**src/rtl/temp_fmt_pkg.sv**
```systemverilog
// Shared types and constants for the temperature-to-ASCII formatter.
// The same state encoding and character set are used by the top and its converter.
package temp_fmt_pkg;

    typedef enum logic [2:0] {
        IDLE,
        CONV_INT,
        CONV_FRAC,
        SEND,
        WAIT_BUSY,
        WAIT_IDLE
    } fmt_state_t;

    localparam logic [7:0] ASCII_PLUS  = 8'h2B;
    localparam logic [7:0] ASCII_MINUS = 8'h2D;
    localparam logic [7:0] ASCII_DOT   = 8'h2E;
    localparam logic [7:0] ASCII_CR    = 8'h0D;
    localparam logic [7:0] ASCII_LF    = 8'h0A;
    localparam logic [7:0] ASCII_ZERO  = 8'h30;

    localparam int FRAC_SCALE = 625;
    localparam int BIN_W      = 14;
    localparam int BCD_W      = 20;

    // sign + 3 integer digits + '.' + 4 fraction digits, optionally CR LF
    function automatic int frame_len(input bit add_crlf);
        return add_crlf ? 11 : 9;
    endfunction

endpackage

```
**src/rtl/bin_to_bcd.sv**
```systemverilog
// Sequential double-dabble converter: 14-bit binary to five BCD digits.
// One bit is processed per cycle; done pulses 15 cycles after an accepted start.
module bin_to_bcd
    import temp_fmt_pkg::*;
(
    input  logic             clk,
    input  logic             reset,
    input  logic             start,
    input  logic [BIN_W-1:0] bin,
    output logic [BCD_W-1:0] bcd,
    output logic             done
);

    logic [BIN_W-1:0] shift_reg;
    logic [BCD_W-1:0] acc_reg;
    logic [BCD_W-1:0] acc_adj;
    logic [3:0]       cnt_reg;
    logic             running_reg;

    // Add-3 correction on every digit that would overflow past 9 after the shift
    genvar gi;
    generate
        for (gi = 0; gi < BCD_W / 4; gi++) begin : g_adj
            assign acc_adj[4*gi +: 4] = (acc_reg[4*gi +: 4] >= 4'd5) ?
                                        acc_reg[4*gi +: 4] + 4'd3 :
                                        acc_reg[4*gi +: 4];
        end
    endgenerate

    always_ff @(posedge clk) begin
        if (!reset) begin
            shift_reg   <= '0;
            acc_reg     <= '0;
            cnt_reg     <= '0;
            running_reg <= 1'b0;
            bcd         <= '0;
            done        <= 1'b0;
        end else begin
            done <= 1'b0;
            if (running_reg) begin
                if (cnt_reg != 4'd0) begin
                    acc_reg   <= (acc_adj << 1) | BCD_W'(shift_reg[BIN_W-1]);
                    shift_reg <= shift_reg << 1;
                    cnt_reg   <= cnt_reg - 4'd1;
                end else begin
                    bcd         <= acc_reg;
                    done        <= 1'b1;
                    running_reg <= 1'b0;
                end
            end else if (start) begin
                shift_reg   <= bin;
                acc_reg     <= '0;
                cnt_reg     <= 4'(BIN_W);
                running_reg <= 1'b1;
            end
        end
    end

endmodule

```
**src/rtl/temp_ascii_formatter.sv**
```systemverilog
// Converts one ADT7420 13-bit temperature sample into "+ddd.dddd[CR LF]" and
// streams it byte by byte into uart_tx using its ready/data_valid handshake.
module temp_ascii_formatter
    import temp_fmt_pkg::*;
#(
    parameter int NUM_BITS = 8,
    parameter bit ADD_CRLF = 1'b1
) (
    input  logic                clk,
    input  logic                reset,
    input  logic [15:0]         temp_raw,
    input  logic                temp_valid,
    input  logic                tx_ready,
    output logic [NUM_BITS-1:0] tx_byte,
    output logic                tx_valid,
    output logic                busy,
    output logic                dropped
);

    localparam int         FRAME_LEN = frame_len(ADD_CRLF);
    localparam logic [3:0] LAST_IDX  = 4'(FRAME_LEN - 1);

    fmt_state_t  state_reg;
    logic [3:0]  idx_reg;
    logic        sign_reg;
    logic [13:0] frac_val_reg;
    logic [11:0] int_bcd_reg;
    logic [15:0] frac_bcd_reg;

    logic [13:0] raw_ext;
    logic [13:0] mag;
    logic [13:0] frac_val;
    logic [13:0] conv_bin;
    logic        conv_start;
    logic        conv_done;
    logic [19:0] conv_bcd;
    logic [7:0]  int_chr  [3];
    logic [7:0]  frac_chr [4];
    logic [7:0]  frame_byte;
    logic [6:0]  unused_bits;

    assign raw_ext  = {temp_raw[15], temp_raw[15:3]};
    assign mag      = temp_raw[15] ? (~raw_ext + 14'd1) : raw_ext;
    assign frac_val = 14'(mag[3:0]) * 14'(FRAC_SCALE);

    // Integer conversion starts on the capture edge itself and the fraction
    // conversion on the integer done edge, keeping first-byte latency at 33 cycles.
    assign conv_start = ((state_reg == IDLE) && temp_valid) ||
                        ((state_reg == CONV_INT) && conv_done);
    assign conv_bin   = (state_reg == IDLE) ? {4'd0, mag[13:4]} : frac_val_reg;

    assign unused_bits = {conv_bcd[19:16], temp_raw[2:0]};

    bin_to_bcd u_bin_to_bcd (
        .clk   (clk),
        .reset (reset),
        .start (conv_start),
        .bin   (conv_bin),
        .bcd   (conv_bcd),
        .done  (conv_done)
    );

    genvar gi;
    generate
        for (gi = 0; gi < 3; gi++) begin : g_int_chr
            assign int_chr[gi] = ASCII_ZERO + {4'd0, int_bcd_reg[4*(2-gi) +: 4]};
        end
        for (gi = 0; gi < 4; gi++) begin : g_frac_chr
            assign frac_chr[gi] = ASCII_ZERO + {4'd0, frac_bcd_reg[4*(3-gi) +: 4]};
        end
    endgenerate

    always_comb begin
        frame_byte = 8'h00;
        case (idx_reg)
            4'd0:    frame_byte = sign_reg ? ASCII_MINUS : ASCII_PLUS;
            4'd1:    frame_byte = int_chr[0];
            4'd2:    frame_byte = int_chr[1];
            4'd3:    frame_byte = int_chr[2];
            4'd4:    frame_byte = ASCII_DOT;
            4'd5:    frame_byte = frac_chr[0];
            4'd6:    frame_byte = frac_chr[1];
            4'd7:    frame_byte = frac_chr[2];
            4'd8:    frame_byte = frac_chr[3];
            4'd9:    frame_byte = ASCII_CR;
            4'd10:   frame_byte = ASCII_LF;
            default: frame_byte = 8'h00;
        endcase
    end

    always_ff @(posedge clk) begin
        if (!reset) begin
            state_reg    <= IDLE;
            idx_reg      <= '0;
            sign_reg     <= 1'b0;
            frac_val_reg <= '0;
            int_bcd_reg  <= '0;
            frac_bcd_reg <= '0;
            tx_byte      <= '0;
            tx_valid     <= 1'b0;
            busy         <= 1'b0;
            dropped      <= 1'b0;
        end else begin
            dropped  <= temp_valid && (state_reg != IDLE);
            tx_valid <= 1'b0;
            case (state_reg)
                IDLE: begin
                    if (temp_valid) begin
                        sign_reg     <= temp_raw[15];
                        frac_val_reg <= frac_val;
                        busy         <= 1'b1;
                        state_reg    <= CONV_INT;
                    end
                end
                CONV_INT: begin
                    if (conv_done) begin
                        int_bcd_reg <= conv_bcd[11:0];
                        state_reg   <= CONV_FRAC;
                    end
                end
                CONV_FRAC: begin
                    if (conv_done) begin
                        frac_bcd_reg <= conv_bcd[15:0];
                        idx_reg      <= '0;
                        state_reg    <= SEND;
                    end
                end
                SEND: begin
                    if (tx_ready) begin
                        tx_byte   <= NUM_BITS'(frame_byte);
                        tx_valid  <= 1'b1;
                        state_reg <= WAIT_BUSY;
                    end
                end
                // uart_tx holds ready for one cycle after accepting; wait for the
                // falling then rising edge so a byte is never issued twice.
                WAIT_BUSY: begin
                    if (!tx_ready) begin
                        state_reg <= WAIT_IDLE;
                    end
                end
                WAIT_IDLE: begin
                    if (tx_ready) begin
                        if (idx_reg == LAST_IDX) begin
                            busy      <= 1'b0;
                            state_reg <= IDLE;
                        end else begin
                            idx_reg   <= idx_reg + 4'd1;
                            state_reg <= SEND;
                        end
                    end
                end
                default: state_reg <= IDLE;
            endcase
        end
    end

endmodule

```
**config.mk**
```make
export PLATFORM = sky130hd
export DESIGN_NAME = temp_ascii_formatter
export DESIGN_NICKNAME = d
export VERILOG_FILES = /design/src/rtl/temp_fmt_pkg.sv /design/src/rtl/bin_to_bcd.sv /design/src/rtl/temp_ascii_formatter.sv
export SDC_FILE = /design/constraint.sdc
export NUM_CORES = 1
export LEC_CHECK = 0
export CAP_MARGIN = 10
export CELL_PAD_IN_SITES_DETAIL_PLACEMENT = 2
export CELL_PAD_IN_SITES_GLOBAL_PLACEMENT = 2
export CORE_MARGIN = 2
export CORE_UTILIZATION = 38
export CTS_CLUSTER_SIZE = 8
export DETAILED_ROUTE_END_ITERATION = 8
export PLACE_DENSITY_LB_ADDON = 0.1
export SKIP_CTS_REPAIR_TIMING = 1
export SLEW_MARGIN = 20
export SYNTH_ARGS = -nofsm -noshare
export SYNTH_HDL_FRONTEND = slang
export SYNTH_HIERARCHICAL = 1
export SYNTH_SLANG_ARGS = --single-unit
export TNS_END_PERCENT = 30
```
**constraint.sdc**
```tcl
create_clock -name clk -period 4.3 [get_ports clk]
set_input_delay 0.86 -clock clk [delete_from_list [all_inputs] [get_ports clk]]
set_output_delay 0.86 -clock clk [all_outputs]
set_load 0.01 [all_outputs]
```
* Word-level counts from Yosys, hierarchy flattened
Cells that the tools add are included.
Storage, ports and cells: register bits after elaboration 117, bits in latches 0, RAM bits 0, memory bits (read-only) 0, word-level logic and storage cells 125, memories 0
Operators by class: add/sub/neg operators 15, multiply operators 1, div/mod/pow operators 0, order comparisons 5, equality and inequality tests 24, shifts and indexed selects 0, mux-type cells 39, bitwise gates (word level) 3, reductions and logical operators 22
Operators by type and width (count):
- $pmux 7 s11 | 1
- $mux 14 | 5
- $mux 20 | 3
- $add 6x4->7 const A | 7
- $mux 4 | 10
- $mux 3 | 8
- $ge 4x3->1 const B | 5
- $or 20x1->20 | 1
- $pmux 3 s6 | 1
- $add 4x2->4 const B | 4
- $eq 4x3->1 const B | 4
- $reduce_and 2->1 | 8
- $add 14x1->14 const B | 1
- $mul 4x10->14 const B | 1
- $ne 2x2->1 const B | 7
- $not 14->14 | 1
- $eq 4x4->1 const B | 3
- $eq 4x2->1 const B | 2
- $mux 1 | 8
- $pmux 4 s2 | 1
- $reduce_and 4->1 | 2
- $eq 3x2->1 const B | 2
- $eq 3x3->1 const B | 2
- $reduce_and 6->1 | 1
- 16 further kinds | 21

* Longest topological paths before layout
Gate-level depths: netlist (run 1).
depth in word-level cells 6, mapped depth 15

* By module
The synthesis (run 1) kept the hierarchy.
Modules (own cells, without submodules):
- temp_ascii_formatter | times used 1, cells each 420, area each 3255.6 um2, sequential area each 1161.1 um2
- bin_to_bcd | times used 1, cells each 289, area each 2856.5 um2, sequential area each 1201.2 um2

* Worst setup path after synthesis (run 1)
OpenSTA, ideal clock, no wires.
kind input -> register, start point in temp_raw[3], end point reg frac_val_reg[12], library setup time 0.130 ns, data arrival time 3.506 ns, data required time 4.170 ns, setup slack 0.665 ns, stages 15, cells stage by stage inv_1 ha_1 nand2b_1 xor2_1 inv_1 ha_1 ha_1 ha_1 inv_1 fa_1 nor2b_1 o31a_1 o21ai_0 nand4_1 o211ai_1
Between the ends: word-level cells in the longest chain between the ends 4
Ends and longest elaborated chain:
- start, declared | line temp_ascii_formatter.sv:11 | input logic [15:0] temp_raw,
- $not 14->14 | line temp_ascii_formatter.sv:43 | assign mag = temp_raw[15] ? (~raw_ext + 14'd1) : raw_ext;
- $add 14x1->14 | line temp_ascii_formatter.sv:43
- $mux 14 * | line temp_ascii_formatter.sv:43
- $mul 4x10->14 * | line temp_ascii_formatter.sv:44 | assign frac_val = 14'(mag[3:0]) * 14'(FRAC_SCALE);
- end signal, assigned | line temp_ascii_formatter.sv:110 | frac_val_reg <= frac_val;
- end, declared | line temp_ascii_formatter.sv:26 | logic [13:0] frac_val_reg;
Every way passes the cells marked *; elsewhere a longest branch is shown, timed or not. A chain may end at the register's enable or synchronous reset.

* Final worst setup path (run 1)
Ends and elaborated chain as after synthesis.

==> flow_metrics.py, run 1 <==
metrics = {
    "placement": {
        "numPortBuffers": 25,
        "gp_congestion": 0.784,
        "placed_area_sq_um": 6050,
        "dp_hpwl_microns": 11500,
    },
    "timing": {
        "hold_viol_final": 0,
        "whs_ns": 0.448,
        "setup_viol": 0,
        "period_share": 0.919,
        "worstMarginPinSlew_ns": 1.03,
        "fmax_mhz": 253,
        "grt_setup_unrepaired": "no",
        "fin_setup_tns_ns": 0,
        "finClkSkew_ns": 0.0127,
        "slew_viol_final": 0,
        "slew_headroom": 0.314,
        "period_minus_slack_ns": 3.95,
    },
    "global_routing": {
        "grt_max_degree": 51,
        "grt_usage": 0.209,
        "first_global_vias": 5137,
        "globalRouteOverflowTotal": 0,
        "grt_pass1_wl_microns": 26800,
        "antenna_found_initial": 0,
    },
    "floorplanning": {
        "dieArea_sq_um": 16100,
        "rows": 44,
        "core_area_sq_um": 14600,
        "io_pins": 31,
        "die_h_microns": 127,
        "dieWidth_microns": 127,
        "start_util": 0.392,
    },
    "layout": {
        "finalCoreUtilization": 0.435,
        "nets": 724,
        "final_common_cell": "nand2_1",
        "drive_above_1_share": 0.0826,
        "fin_area_sq_um": 6370,
        "areaGrowthSynthToFinish_pct": 10.9,
        "layout_common_cells": "nand2_1, dfxtp_1, a21oi_1",
        "diodes": 0,
    },
    "min_path": {
        "holdPathEnd": "frac_bcd_reg[15]$_SDFFE_PN0P_",
        "min_path_cells": 2,
        "hold_class": "reg2reg",
        "min_from": "u_bin_to_bcd/bcd[15]$_SDFFE_PN0P_",
    },
    "worst_setup_path": {
        "end_kind": "register",
        "worstPathMaxFanout": 4,
        "r2r-end": "u_bin_to_bcd/acc_reg[4]$_SDFFE_PN0P_",
        "cp.required_ns": 4.52,
        "startpoint_type": "input port",
        "r2r_cells": 7,
        "crit_arrival_ns": 4.17,
        "rrSetupSlack_ns": 1.66,
        "cpPeakStageDelay_ns": 0.47,
        "worstReg2RegStart": "state_reg[2]$_SDFFE_PN0P_",
        "crit_chain": "clkdlybuf4s50_1 > inv_1 > ha_1 > nand2b_1 > xor2_1 > inv_1 > ha_1 > ha_1 > ha_1 > inv_1 > fa_1 > nor2b_1 > o31a_1 > o21ai_0 > nand4_1 > o211ai_1",
        "crit_type": "in2reg",
        "cp_common_cell": "ha_1",
        "cpMaxStageDelayCell": "clkdlybuf4s50_1",
    },
    "synth": {
        "syn_area_sq_um": 5740,
        "syn_avg_cell_area_sq_um": 8.55,
        "yosysWarnings": 6,
        "synthCells": 671,
    },
    "detailed_routing": {
        "routed_wl_microns": 16000,
        "viasPerCell": 5.50,
        "num_vias": 4742,
        "drc": 0,
        "wl_per_cell_microns": 18.6,
        "drt_iter0_drc": 205,
        "ant_nets": 0,
        "drtPass1Iterations": 5,
    },
    "clock_tree": {
        "cts_sinks": 110,
        "cts_made_buffers": 9,
        "tritoncts": "built",
        "clk_pin_slew_ns": 0.08,
        "clockRootBuffer": "clkbuf_16",
        "clock_latency_ns": 0.36,
        "cts_buffer_depth": 2,
        "cts-htree-levels": 3,
    },
    "power_and_ir_drop": {
        "total_power_uw": 2990,
        "seqPwrFrac": 0.414,
        "ir_drop_mv": 0.201,
        "p_leak_uw": 0.00232,
        "power.density_nw_per_um2": 469,
        "p_clk_frac": 0.306,
        "swShare": 0.339,
        "combPwrFrac": 0.279,
        "power.internal_uw": 1970,
        "power_switching_uw": 1010,
    },
    "job": {
        "drv_cap": 0,
    },
    "status": {
        "status": "complete, no violations",
    },
}
-- power by group through the flow --
stage                     combinational, uW  sequential [uW]  clock (uW)
final                                   833             1240         915
after global routing                    924             1260         979
after CTS                               849             1240         936
after detailed placement                835             1260           0
after global placement                  793             1250           0
after floorplan                         701             1200           0
-- metrics by stage --
| step | std cells | setup slack (ns) |
|---|---|---|
| 5_1_grt | 862 | 0.0612 |
| 2_1_floorplan | 672 | 0.665 |
| 3_5_place_dp | 847 | 0.0154 |
| 3_3_place_gp | 847 | 0.134 |
| 4_1_cts | 862 | 0.308 |
| 6_report | 862 | 0.350 |
-- routing by layer --
layer	global-route usage	part of all wire
met5	0	0
met2	0.386	0.52
met3	0.0236	0.016
met1	0.254	0.46
met4	0.0608	0.012
-- layout make-up --
type / instances / area, sq um
fillers: 1643 / 8280
multi-input cells: 487 / 3170
flip-flops and latches: 110 / 2200
repair buffers: 37 / 340
clock buffers: 12 / 246
well taps: 184 / 230
inverters: 29 / 109
clock inverters: 3 / 68.8
-- critical path: cells and delay by family --
family	cells	cell delay, ns
adders and majority gates	5	1.37
buffers and inverters	4	0.71
and+or+nand+nor	3	0.48
AOI/OAI and AO/OA	3	0.42
xor gates and xnor gates	1	0.33
-- how the worst max path moves through the flow --
stage	from	slack [ns]	cells after the start	end
after floorplan	temp_raw[3]	0.66	15	frac_val_reg[12]$_SDFFE_PN0P_
after global placement	temp_raw[3]	0.13	16	frac_val_reg[12]$_SDFFE_PN0P_
after detailed placement	temp_raw[3]	0.02	16	frac_val_reg[12]$_SDFFE_PN0P_
after CTS	temp_raw[3]	0.31	16	frac_val_reg[12]$_SDFFE_PN0P_
after global routing	temp_raw[3]	0.06	16	frac_val_reg[12]$_SDFFE_PN0P_
final	temp_raw[3]	0.35	16	frac_val_reg[12]$_SDFFE_PN0P_
No activity file was read; power rests on OpenSTA's default activity.
==> run 2, diff against run 1 <==
Settings changed: CORE_UTILIZATION 38 to 40.
Clock period 4.3 ns to 4.8 ns, I/O delays scaled along.
==> run 2 against run 1 <==
Net effect: sequential power is 10% lower; via count rose by 0.25%; combinational power down 12%; sequential cell count did not move; design area decreased by 1.1%; hold slack improved by 0.010 ns; first-iteration DRC count grew 17%; die area shrank 4.8%; global-route usage rose by 1.0 points; clock power decreased by 17%; register-to-register slack gained 0.49 ns; largest cell class unchanged; count of clock-buffer cells in the layout down 1.
==> flow_metrics.py, run 2 (same netlist as run 1, synthesis figures left out) <==
metrics = {
    "layout": {
        "diodes": 0,
        "layout_common_cells": "nand2_1, dfxtp_1, a21oi_1",
        "areaGrowthSynthToFinish_pct": 9.77,
        "drive_above_1_share": 0.0773,
        "final_common_cell": "nand2_1",
        "finalCoreUtilization": 0.452,
        "fillerInstances": 1564,
        "nets": 719,
    },
    "timing": {
        "period_share": 0.880,
        "setup_viol": 0,
        "finClkSkew_ns": 0.00624,
        "slew_headroom": 0.358,
        "grt_setup_unrepaired": "no",
        "hold_viol_final": 0,
        "slew_viol_final": 0,
        "fmax_mhz": 237,
        "whs_ns": 0.459,
        "worstMarginPinSlew_ns": 0.962,
        "fin_setup_tns_ns": 0,
        "period_minus_slack_ns": 4.23,
    },
    "worst_setup_path": {
        "worstPathMaxFanout": 4,
        "crit_type": "in2reg",
        "crit_chain": "clkdlybuf4s50_1 > inv_1 > ha_1 > nand2b_1 > xor2_1 > inv_1 > ha_1 > ha_1 > ha_1 > inv_1 > fa_1 > nor2b_1 > o31a_1 > o21ai_0 > nand4_1 > o211ai_1",
        "end_kind": "register",
        "r2r_cells": 7,
        "critPathTopFamily": "adder cells",
        "cp_num_buf_inv": 4,
        "cp.required_ns": 5.03,
        "cpMaxStageDelayCell": "clkdlybuf4s50_1",
        "rrSetupSlack_ns": 2.15,
        "cp_common_cell": "ha_1",
        "crit_arrival_ns": 4.45,
        "cpPeakStageDelay_ns": 0.53,
        "r2r-end": "u_bin_to_bcd/shift_reg[8]$_SDFFE_PN0P_",
        "worstReg2RegStart": "state_reg[2]$_SDFFE_PN0P_",
        "startpoint_type": "input port",
    },
    "placement": {
        "dp_hpwl_microns": 11500,
        "gp_congestion": 0.804,
        "numPortBuffers": 25,
    },
    "min_path": {
        "min_from": "frac_bcd_reg[12]$_SDFFE_PN0P_",
        "holdPathEnd": "frac_bcd_reg[12]$_SDFFE_PN0P_",
        "min_path_cells": 2,
        "hold_class": "reg2reg",
    },
    "job": {
        "drv_cap": 0,
    },
    "floorplanning": {
        "dieArea_sq_um": 15300,
        "die_h_microns": 124,
        "start_util": 0.412,
        "dieWidth_microns": 124,
        "core_area_sq_um": 13900,
        "io_pins": 31,
        "rows": 43,
    },
    "detailed_routing": {
        "num_vias": 4754,
        "routed_wl_microns": 15900,
        "ant_nets": 0,
        "drc": 0,
        "drt_iter0_drc": 240,
        "drtPass1Iterations": 6,
        "wl_per_cell_microns": 18.6,
        "viasPerCell": 5.57,
    },
    "power_and_ir_drop": {
        "power.density_nw_per_um2": 412,
        "total_power_uw": 2590,
        "p_leak_uw": 0.00228,
        "ir_drop_mv": 0.171,
    },
    "global_routing": {
        "grt_usage": 0.219,
        "first_global_vias": 5094,
        "antenna_found_initial": 0,
        "grt_pass1_wl_microns": 25800,
        "grt_max_degree": 51,
        "globalRouteOverflowTotal": 0,
    },
    "clock_tree": {
        "cts_buffer_depth": 2,
        "cts-htree-levels": 3,
        "cts_sinks": 110,
        "tritoncts": "built",
        "clk_pin_slew_ns": 0.07,
        "clock_latency_ns": 0.35,
        "clockRootBuffer": "clkbuf_16",
        "cts_made_buffers": 9,
    },
    "status": {
        "status": "complete, no violations",
    },
}
[run 2: worst reg2reg max path, cell delays in order, from the launching register on]
cell      delay [ns]
dfxtp_1         0.46
nor3_4          0.24
buf_4           0.28
nand2_1         0.38
nand2_1         0.31
nor2b_1         0.59
a222oi_1        0.18
nor2b_1         0.14
[run 2: metal layers]
layer | wire length [microns] | GRT usage | part of all wire
met5 | 0 | 0 | 0
met4 | 233 | 0.0753 | 0.015
met3 | 282 | 0.0256 | 0.018
met2 | 8350 | 0.409 | 0.53
met1 | 7020 | 0.257 | 0.44
[run 2: stage by stage]
stage | instances | worst slack [ns] | cell area, sq um
finish | 853 | 0.574 | 6300
global route | 853 | 0.322 | 6300
CTS | 853 | 0.559 | 6300
detailed placement | 838 | 0.196 | 6010
global placement | 838 | 0.376 | 6010
floorplan | 672 | 1.06 | 5740
[run 2: cell type report]
type                    instances  area, sq um  area share
clock inverters                 4         47.5     0.00755
clock buffers                  11          243      0.0385
inverters                      29          109      0.0173
well taps                     180          225      0.0358
repair buffers                 32          303      0.0481
multi-input cells             487         3170       0.503
flip-flops and latches        110         2200       0.350
[run 2: where the power goes]
| part | switching [uW] | internal (uW) |
|---|---|---|
| combinational | 443 | 286 |
| clock | 343 | 415 |
| sequential | 102 | 1010 |
| total | 888 | 1710 |
[run 2: how the worst max path moves through the flow]
stage,start,slack [ns],cells after the start,end
finish,temp_raw[4],0.57,16,frac_val_reg[12]$_SDFFE_PN0P_
global route,temp_raw[4],0.32,16,frac_val_reg[10]$_SDFFE_PN0P_
detailed placement,temp_raw[4],0.20,16,frac_val_reg[12]$_SDFFE_PN0P_
global placement,temp_raw[4],0.38,16,frac_val_reg[12]$_SDFFE_PN0P_
CTS,temp_raw[4],0.56,16,frac_val_reg[10]$_SDFFE_PN0P_
floorplan,temp_raw[3],1.06,15,frac_val_reg[12]$_SDFFE_PN0P_
